[src/rtl/ppu_write_sched_if.sv]
`default_nettype none
// ============================================================================
// ppu_write_sched_if : host write bus + table write port of the PPU scheduler
// Revision 1.0
// ============================================================================
interface ppu_write_sched_if #(
  parameter int DEPTH = 16
);
  localparam int CW = $clog2(DEPTH) + 1;

  logic          chipselect;
  logic          write;
  logic [15:0]   address;
  logic [31:0]   writedata;
  logic          waitrequest;
  logic [9:0]    vcount;
  logic [2:0]    mem_write;
  logic [15:0]   w_addr;
  logic [31:0]   w_data;
  logic [CW-1:0] pending;
  logic          drained;

  modport slave (
    input  chipselect, write, address, writedata, vcount,
    output waitrequest, mem_write, w_addr, w_data, pending, drained
  );

  modport master (
    output chipselect, write, address, writedata, vcount,
    input  waitrequest, mem_write, w_addr, w_data, pending, drained
  );
endinterface
`default_nettype wire

[src/rtl/ppu_write_sched.sv]
`default_nettype none
// ============================================================================
// ppu_write_sched : queues host table writes, releases them in vertical blank
// Revision 1.0
// ============================================================================
module ppu_write_sched #(
  parameter int DEPTH   = 16,
  parameter int VACTIVE = 480,
  parameter int VTOTAL  = 525
) (
  input  wire logic         clk,
  input  wire logic         reset,
  ppu_write_sched_if.slave  bus
);
  localparam int AW = $clog2(DEPTH);
  localparam int CW = AW + 1;
  localparam logic [CW-1:0] c_full_count = CW'(DEPTH);
  localparam logic [9:0]    c_vfirst     = 10'(VACTIVE);
  localparam logic [9:0]    c_vlast      = 10'(VTOTAL - 1);

  typedef enum logic [1:0] {
    S_WAIT  = 2'd0,
    S_DRAIN = 2'd1,
    S_DONE  = 2'd2
  } state_t;

  state_t        r_state;
  logic [47:0]   r_mem [DEPTH];
  logic [AW-1:0] r_wr_ptr;
  logic [AW-1:0] r_rd_ptr;
  logic [CW-1:0] r_count;
  logic [2:0]    r_mem_write;
  logic [15:0]   r_w_addr;
  logic [31:0]   r_w_data;
  logic          r_drained;

  logic          w_window;
  logic          w_full;
  logic          w_empty;
  logic          w_push;
  logic          w_pop;
  logic [47:0]   w_head;

  // Line VTOTAL-1 is the renderer prefetch line, so the window shuts one line early.
  assign w_window = (bus.vcount >= c_vfirst) && (bus.vcount < c_vlast);
  assign w_full   = (r_count == c_full_count);
  assign w_empty  = (r_count == '0);
  assign w_push   = bus.chipselect && bus.write && !w_full;
  assign w_pop    = (r_state == S_DRAIN) && w_window && !w_empty;
  assign w_head   = r_mem[r_rd_ptr];

  assign bus.waitrequest = bus.chipselect && bus.write && w_full;
  assign bus.mem_write   = r_mem_write;
  assign bus.w_addr      = r_w_addr;
  assign bus.w_data      = r_w_data;
  assign bus.pending     = r_count;
  assign bus.drained     = r_drained;

  always_ff @(posedge clk) begin
    if (w_push) begin
      r_mem[r_wr_ptr] <= {bus.address, bus.writedata};
    end
  end

  always_ff @(posedge clk) begin
    if (reset) begin
      r_state     <= S_WAIT;
      r_wr_ptr    <= '0;
      r_rd_ptr    <= '0;
      r_count     <= '0;
      r_mem_write <= 3'b000;
      r_w_addr    <= '0;
      r_w_data    <= '0;
      r_drained   <= 1'b0;
    end else begin
      r_mem_write <= 3'b000;
      r_drained   <= 1'b0;

      if (w_push) begin
        r_wr_ptr <= r_wr_ptr + 1'b1;
      end

      if (w_pop) begin
        r_rd_ptr <= r_rd_ptr + 1'b1;
        r_w_addr <= w_head[47:32];
        r_w_data <= w_head[31:0];
        // Table select is address[9:8]; both 2 and 3 map to the sprite table.
        if (w_head[41]) begin
          r_mem_write <= 3'b100;
        end else if (w_head[40]) begin
          r_mem_write <= 3'b010;
        end else begin
          r_mem_write <= 3'b001;
        end
      end

      case ({w_push, w_pop})
        2'b10:   r_count <= r_count + 1'b1;
        2'b01:   r_count <= r_count - 1'b1;
        default: r_count <= r_count;
      endcase

      case (r_state)
        S_WAIT: begin
          if (w_window) begin
            r_state <= S_DRAIN;
          end
        end
        S_DRAIN: begin
          if (!w_window) begin
            r_state <= S_WAIT;
          end else if (w_empty && !w_push) begin
            r_state   <= S_DONE;
            r_drained <= 1'b1;
          end
        end
        S_DONE: begin
          // A push arriving now lets the next cycle pop, keeping two-cycle latency.
          if (!w_window) begin
            r_state <= S_WAIT;
          end else if (!w_empty || w_push) begin
            r_state <= S_DRAIN;
          end
        end
        default: r_state <= S_WAIT;
      endcase
    end
  end
endmodule
`default_nettype wire

[src/flat_wrapper.sv]
// flat-port wrapper written by rule: the top's interface ports become plain ports
module ppu_write_sched_flat 
#(
  parameter int DEPTH   = 16,
  parameter int VACTIVE = 480,
  parameter int VTOTAL  = 525
)
  (clk, reset, bus_chipselect, bus_write, bus_address, bus_writedata, bus_vcount, bus_waitrequest, bus_mem_write, bus_w_addr, bus_w_data, bus_pending, bus_drained);
  ppu_write_sched_if #(.DEPTH(DEPTH)) bus_i ();
  input  wire logic clk;
  input  wire logic reset;
  input wire logic [$bits(bus_i.chipselect)-1:0] bus_chipselect;
  input wire logic [$bits(bus_i.write)-1:0] bus_write;
  input wire logic [$bits(bus_i.address)-1:0] bus_address;
  input wire logic [$bits(bus_i.writedata)-1:0] bus_writedata;
  input wire logic [$bits(bus_i.vcount)-1:0] bus_vcount;
  output wire logic [$bits(bus_i.waitrequest)-1:0] bus_waitrequest;
  output wire logic [$bits(bus_i.mem_write)-1:0] bus_mem_write;
  output wire logic [$bits(bus_i.w_addr)-1:0] bus_w_addr;
  output wire logic [$bits(bus_i.w_data)-1:0] bus_w_data;
  output wire logic [$bits(bus_i.pending)-1:0] bus_pending;
  output wire logic [$bits(bus_i.drained)-1:0] bus_drained;
  assign bus_i.chipselect = bus_chipselect;
  assign bus_i.write = bus_write;
  assign bus_i.address = bus_address;
  assign bus_i.writedata = bus_writedata;
  assign bus_i.vcount = bus_vcount;
  assign bus_waitrequest = bus_i.waitrequest;
  assign bus_mem_write = bus_i.mem_write;
  assign bus_w_addr = bus_i.w_addr;
  assign bus_w_data = bus_i.w_data;
  assign bus_pending = bus_i.pending;
  assign bus_drained = bus_i.drained;
  ppu_write_sched #(.DEPTH(DEPTH), .VACTIVE(VACTIVE), .VTOTAL(VTOTAL)) u_core (.clk(clk), .reset(reset), .bus(bus_i));
endmodule
[config.mk]
export PLATFORM = sky130hd
export DESIGN_NAME = ppu_write_sched_flat
export DESIGN_NICKNAME = d
export VERILOG_FILES = /design/src/rtl/ppu_write_sched_if.sv /design/src/rtl/ppu_write_sched.sv /design/src/flat_wrapper.sv
export SDC_FILE = /design/constraint.sdc
export NUM_CORES = 1
export LEC_CHECK = 0
export BUFFER_PORTS_ARGS = -buffer_cell sky130_fd_sc_hd__buf_2
export CAP_MARGIN = 0
export CORE_MARGIN = 5
export CORE_UTILIZATION = 60
export DETAILED_ROUTE_END_ITERATION = 10
export HOLD_SLACK_MARGIN = 0.08
export PLACE_DENSITY = 0.76
export SLEW_MARGIN = 0
export SYNTH_ARGS = -nofsm -noshare
export SYNTH_HDL_FRONTEND = slang
export SYNTH_SLANG_ARGS = --single-unit
[constraint.sdc]
create_clock -name clk -period 6.2 [get_ports clk]
set_input_delay 0.31 -clock clk [delete_from_list [all_inputs] [get_ports clk]]
set_output_delay 0.31 -clock clk [all_outputs]
set_load 0.005 [all_outputs]
==> flow_summary.ini <==
[run_status]
status = complete, no violations

[logic_synthesis]
synthArstFlopShare_pct = 0
synth_edf_count = 768
synthTopCellsByCount = edfxtp_1, mux4_2, a22oi_1
synth_area_leaders = edfxtp_1, mux4_2, dfxtp_1, a22oi_1, a22o_1
syn_nets = 1507
synth_top_area_share_pct = 73.42
synth_area_per_cell_um2 = 21.88
yosys_most_used_dff = edfxtp_1
yosysWarnings = 0
synth_top_area_cell = edfxtp_1
syn_area_um2 = 31410
synth-seq-cells = 839
ys_types = 46
yosysSeqAreaShare_pct = 77.94
syn_inst = 1436
yosysMostFrequentCell = edfxtp_1

[clocking]
post-cts-setup-buffers = 0
cts-hold-fix-buffers = 48
htree_levels = 3
cts_sinks = 839
clock_latency_ns = 0.61
post_cts_resize_count = 0
clkTransAtPathRegs_ns = 0.06
cts_max_path_buffers = 3
cts-root-buf = clkbuf_16
cts_buffers = 81
cts_tree = yes

[sta]
tightest_slew_ns = 1.213
finalMaxSlewViolations = 0
period_share_pct = 62.80
hold_viol = 0
max_freq_mhz = 256.8
setup_viol = 0
skew_ns = 0.01821
slew_headroom_pct = 19.16
period_needed_ns = 3.893
fin_tns_setup_ns = 0
rsz0062_at_grt = no

[job]
drv_cap = 0

[pwr]
vdd_ir_drop_max_mv = 0.2512
p_per_area_nw_per_um2 = 321.4
p_leak_nw = 11.57

[worst_setup_path]
rr_startpoint = u_core.bus.pending[1]$_SDFFE_PP0P_
end_kind = flop
crit_chain = nor4_2, a21oi_1, inv_1, nor3b_1, and2_2, buf_4
critPathArrivalTime_ns = 4.16
max_stage_delay_ns = 1.02
path_max_fanout = 33
crit_required_ns = 6.47
worstSetupPathType = flop to flop
cp_top_family = simple AND/OR/NAND/NOR gates
crit_path_start = u_core.bus.pending[1]$_SDFFE_PP0P_
critPathBufInv = 2
worst_setup_path_start_kind = flop
slowest_stage = and2_2

[placed_design]
dp_hpwl_mm = 34.11
place_area_um2 = 32700
io_buffer_count = 117
place_congestion = 0.7263

[floorplan]
core_area_um2 = 51610
ioPinCount = 120
die_h_um = 238.8
start_util_pct = 60.86
rows = 83
fp.dieW_um = 238.8
die_area_um2 = 57030

[global_route]
grt_pass1_vias = 16279
grt.total_usage_pct = 25.15
gr-total-overflow = 0
grt_start_max_net_pins = 120
grt_pass1_wl_mm = 105.6
antenna_found_initial = 6

[detailed_routing]
drc = 0
ant_nets = 0
via_count = 15753
viasPerCell = 6.611
firstDrtPassIters = 5
wirelength_mm = 70.78
wl_per_cell_um = 29.70
drtIter0Drc = 1854

[min_path]
min-delay-path-class = primary input to flop
min_from = reset

[finish]
fin_nets = 1702
drive_gt1_share_pct = 28.78
n_fill_cell = 2955
syn_to_final_growth_pct = 14.79
stdcell_area_um2 = 36060
-- where the power goes --
group,leakage (nW),internal (W),switching [W]
combinational,2.69,0.0000712,0.000136
sequential,7.49,0.00620,0.0000107
clock,1.38,0.00314,0.00204
-- state kept, by name, indices dropped and copies added (netlist names), named ones only --
name,cells
u_core.bus.drained,1
u_core.bus.mem_write,3
u_core.bus.pending,5
u_core.bus.w_addr,16
u_core.bus.w_data,32
u_core.r_mem,768
u_core.r_rd_ptr,4
u_core.r_state,2
u_core.r_wr_ptr,4
-- kinds of logic after synthesis --
group / after synthesis / synth area share [%]
simple gates: 128 / 2.000
compound gates: 160 / 3.796
buf+inv: 86 / 1.474
fa+ha+maj: 10 / 0.3904
flops: 839 / 77.94
mux: 203 / 14.12
xor+xnor: 10 / 0.2788
-- per-layer routing --
metal / up-vias / GRT usage, % / routed length [um]
met4: 6 / 6.887 / 1586
li1: 6430 / - / -
met2: 1006 / 40.91 / 35470
met5: - / 0 / 41
met3: 123 / 5.838 / 7240
met1: 8188 / 35.22 / 26440
-- worst register-to-register path, delay by kind of cell (launching register included) --
| family | cells | cell delay, ns |
|---|---|---|
| AOI/OAI and AO/OA | 1 | 0.74 |
| buffers and inverters | 2 | 0.74 |
| DFF | 1 | 0.51 |
| and+or+nand+nor | 3 | 1.55 |
-- final timing paths --
kind / to / slack (ns) / depth (start not counted)
setup reg to reg: u_core.r_mem[7][25]$_DFFE_PP_ / 2.31 / 6
hold / removal: u_core.r_rd_ptr[0]$_SDFFE_PP0N_ / 0.15 / 2
setup / recovery: u_core.r_mem[7][25]$_DFFE_PP_ / 2.31 / 6
hold reg to reg: u_core.bus.w_data[25]$_SDFFE_PP0N_ / 0.48 / 1
-- cell usage in the layout, fill, tap and decap left out, types with 4 or more instances in the layout --
| master | netlist | final |
|---|---|---|
| a22o_1 | 38 | 38 |
| edfxtp_1 | 768 | 768 |
| xnor2_1 | 4 | 4 |
| and2_2 | 0 | 12 |
| dlygate4sd3_1 | 0 | 48 |
| a22oi_1 | 78 | 78 |
| xor2_1 | 6 | 6 |
| nor3b_1 | 4 | 4 |
| ha_1 | 9 | 9 |
| buf_4 | 4 | 25 |
| bufinv_16 | 0 | 11 |
| inv_1 | 4 | 4 |
| a221oi_1 | 9 | 9 |
| clkinv_1 | 1 | 11 |
| clkbuf_8 | 0 | 10 |
| nor2_1 | 30 | 29 |
| a21oi_1 | 24 | 24 |
| buf_2 | 16 | 117 |
| mux2i_1 | 10 | 10 |
| nand3_1 | 5 | 5 |
| mux4_2 | 192 | 192 |
| clkbuf_1 | 42 | 18 |
| clkbuf_16 | 0 | 87 |
| dfxtp_1 | 71 | 68 |
| clkinv_2 | 0 | 8 |
| and4_2 | 0 | 4 |
| nand2b_1 | 4 | 4 |
| diode_2 | 0 | 4 |
| clkinvlp_4 | 0 | 4 |
| nand2_1 | 48 | 48 |
-- through the flow --
stage | util (%) | power [W] | setup WS [ns] | cells | hold WS, ns
6_report | 69.87 | 0.01159 | 2.307 | 2383 | 0.1458
5_1_grt | 69.86 | 0.01193 | 2.071 | 2381 | 0.1370
4_1_cts | 69.79 | 0.01165 | 2.380 | 2378 | 0.1120
3_5_place_dp | 63.35 | 0.006504 | 2.392 | 2179 | 0.4590
3_3_place_gp | 63.35 | 0.006490 | 2.616 | 2179 | 0.4301
2_1_floorplan | - | 0.006396 | 3.104 | 1436 | 0.4089
-- cell type report --
cell class	instances	area [um^2]	share of cell area [%]
Sequential cell	839	24490	67.92
Antenna cell	4	10.01	0.02776
Inverter	5	18.77	0.05205
Tap cell	680	850.8	2.359
Timing Repair Buffer	193	1321	3.664
Clock buffer	115	2382	6.607
Clock inverter	36	461.7	1.280
Multi-Input combinational cell	511	6523	18.09
(Power assumes the default switching activity.)
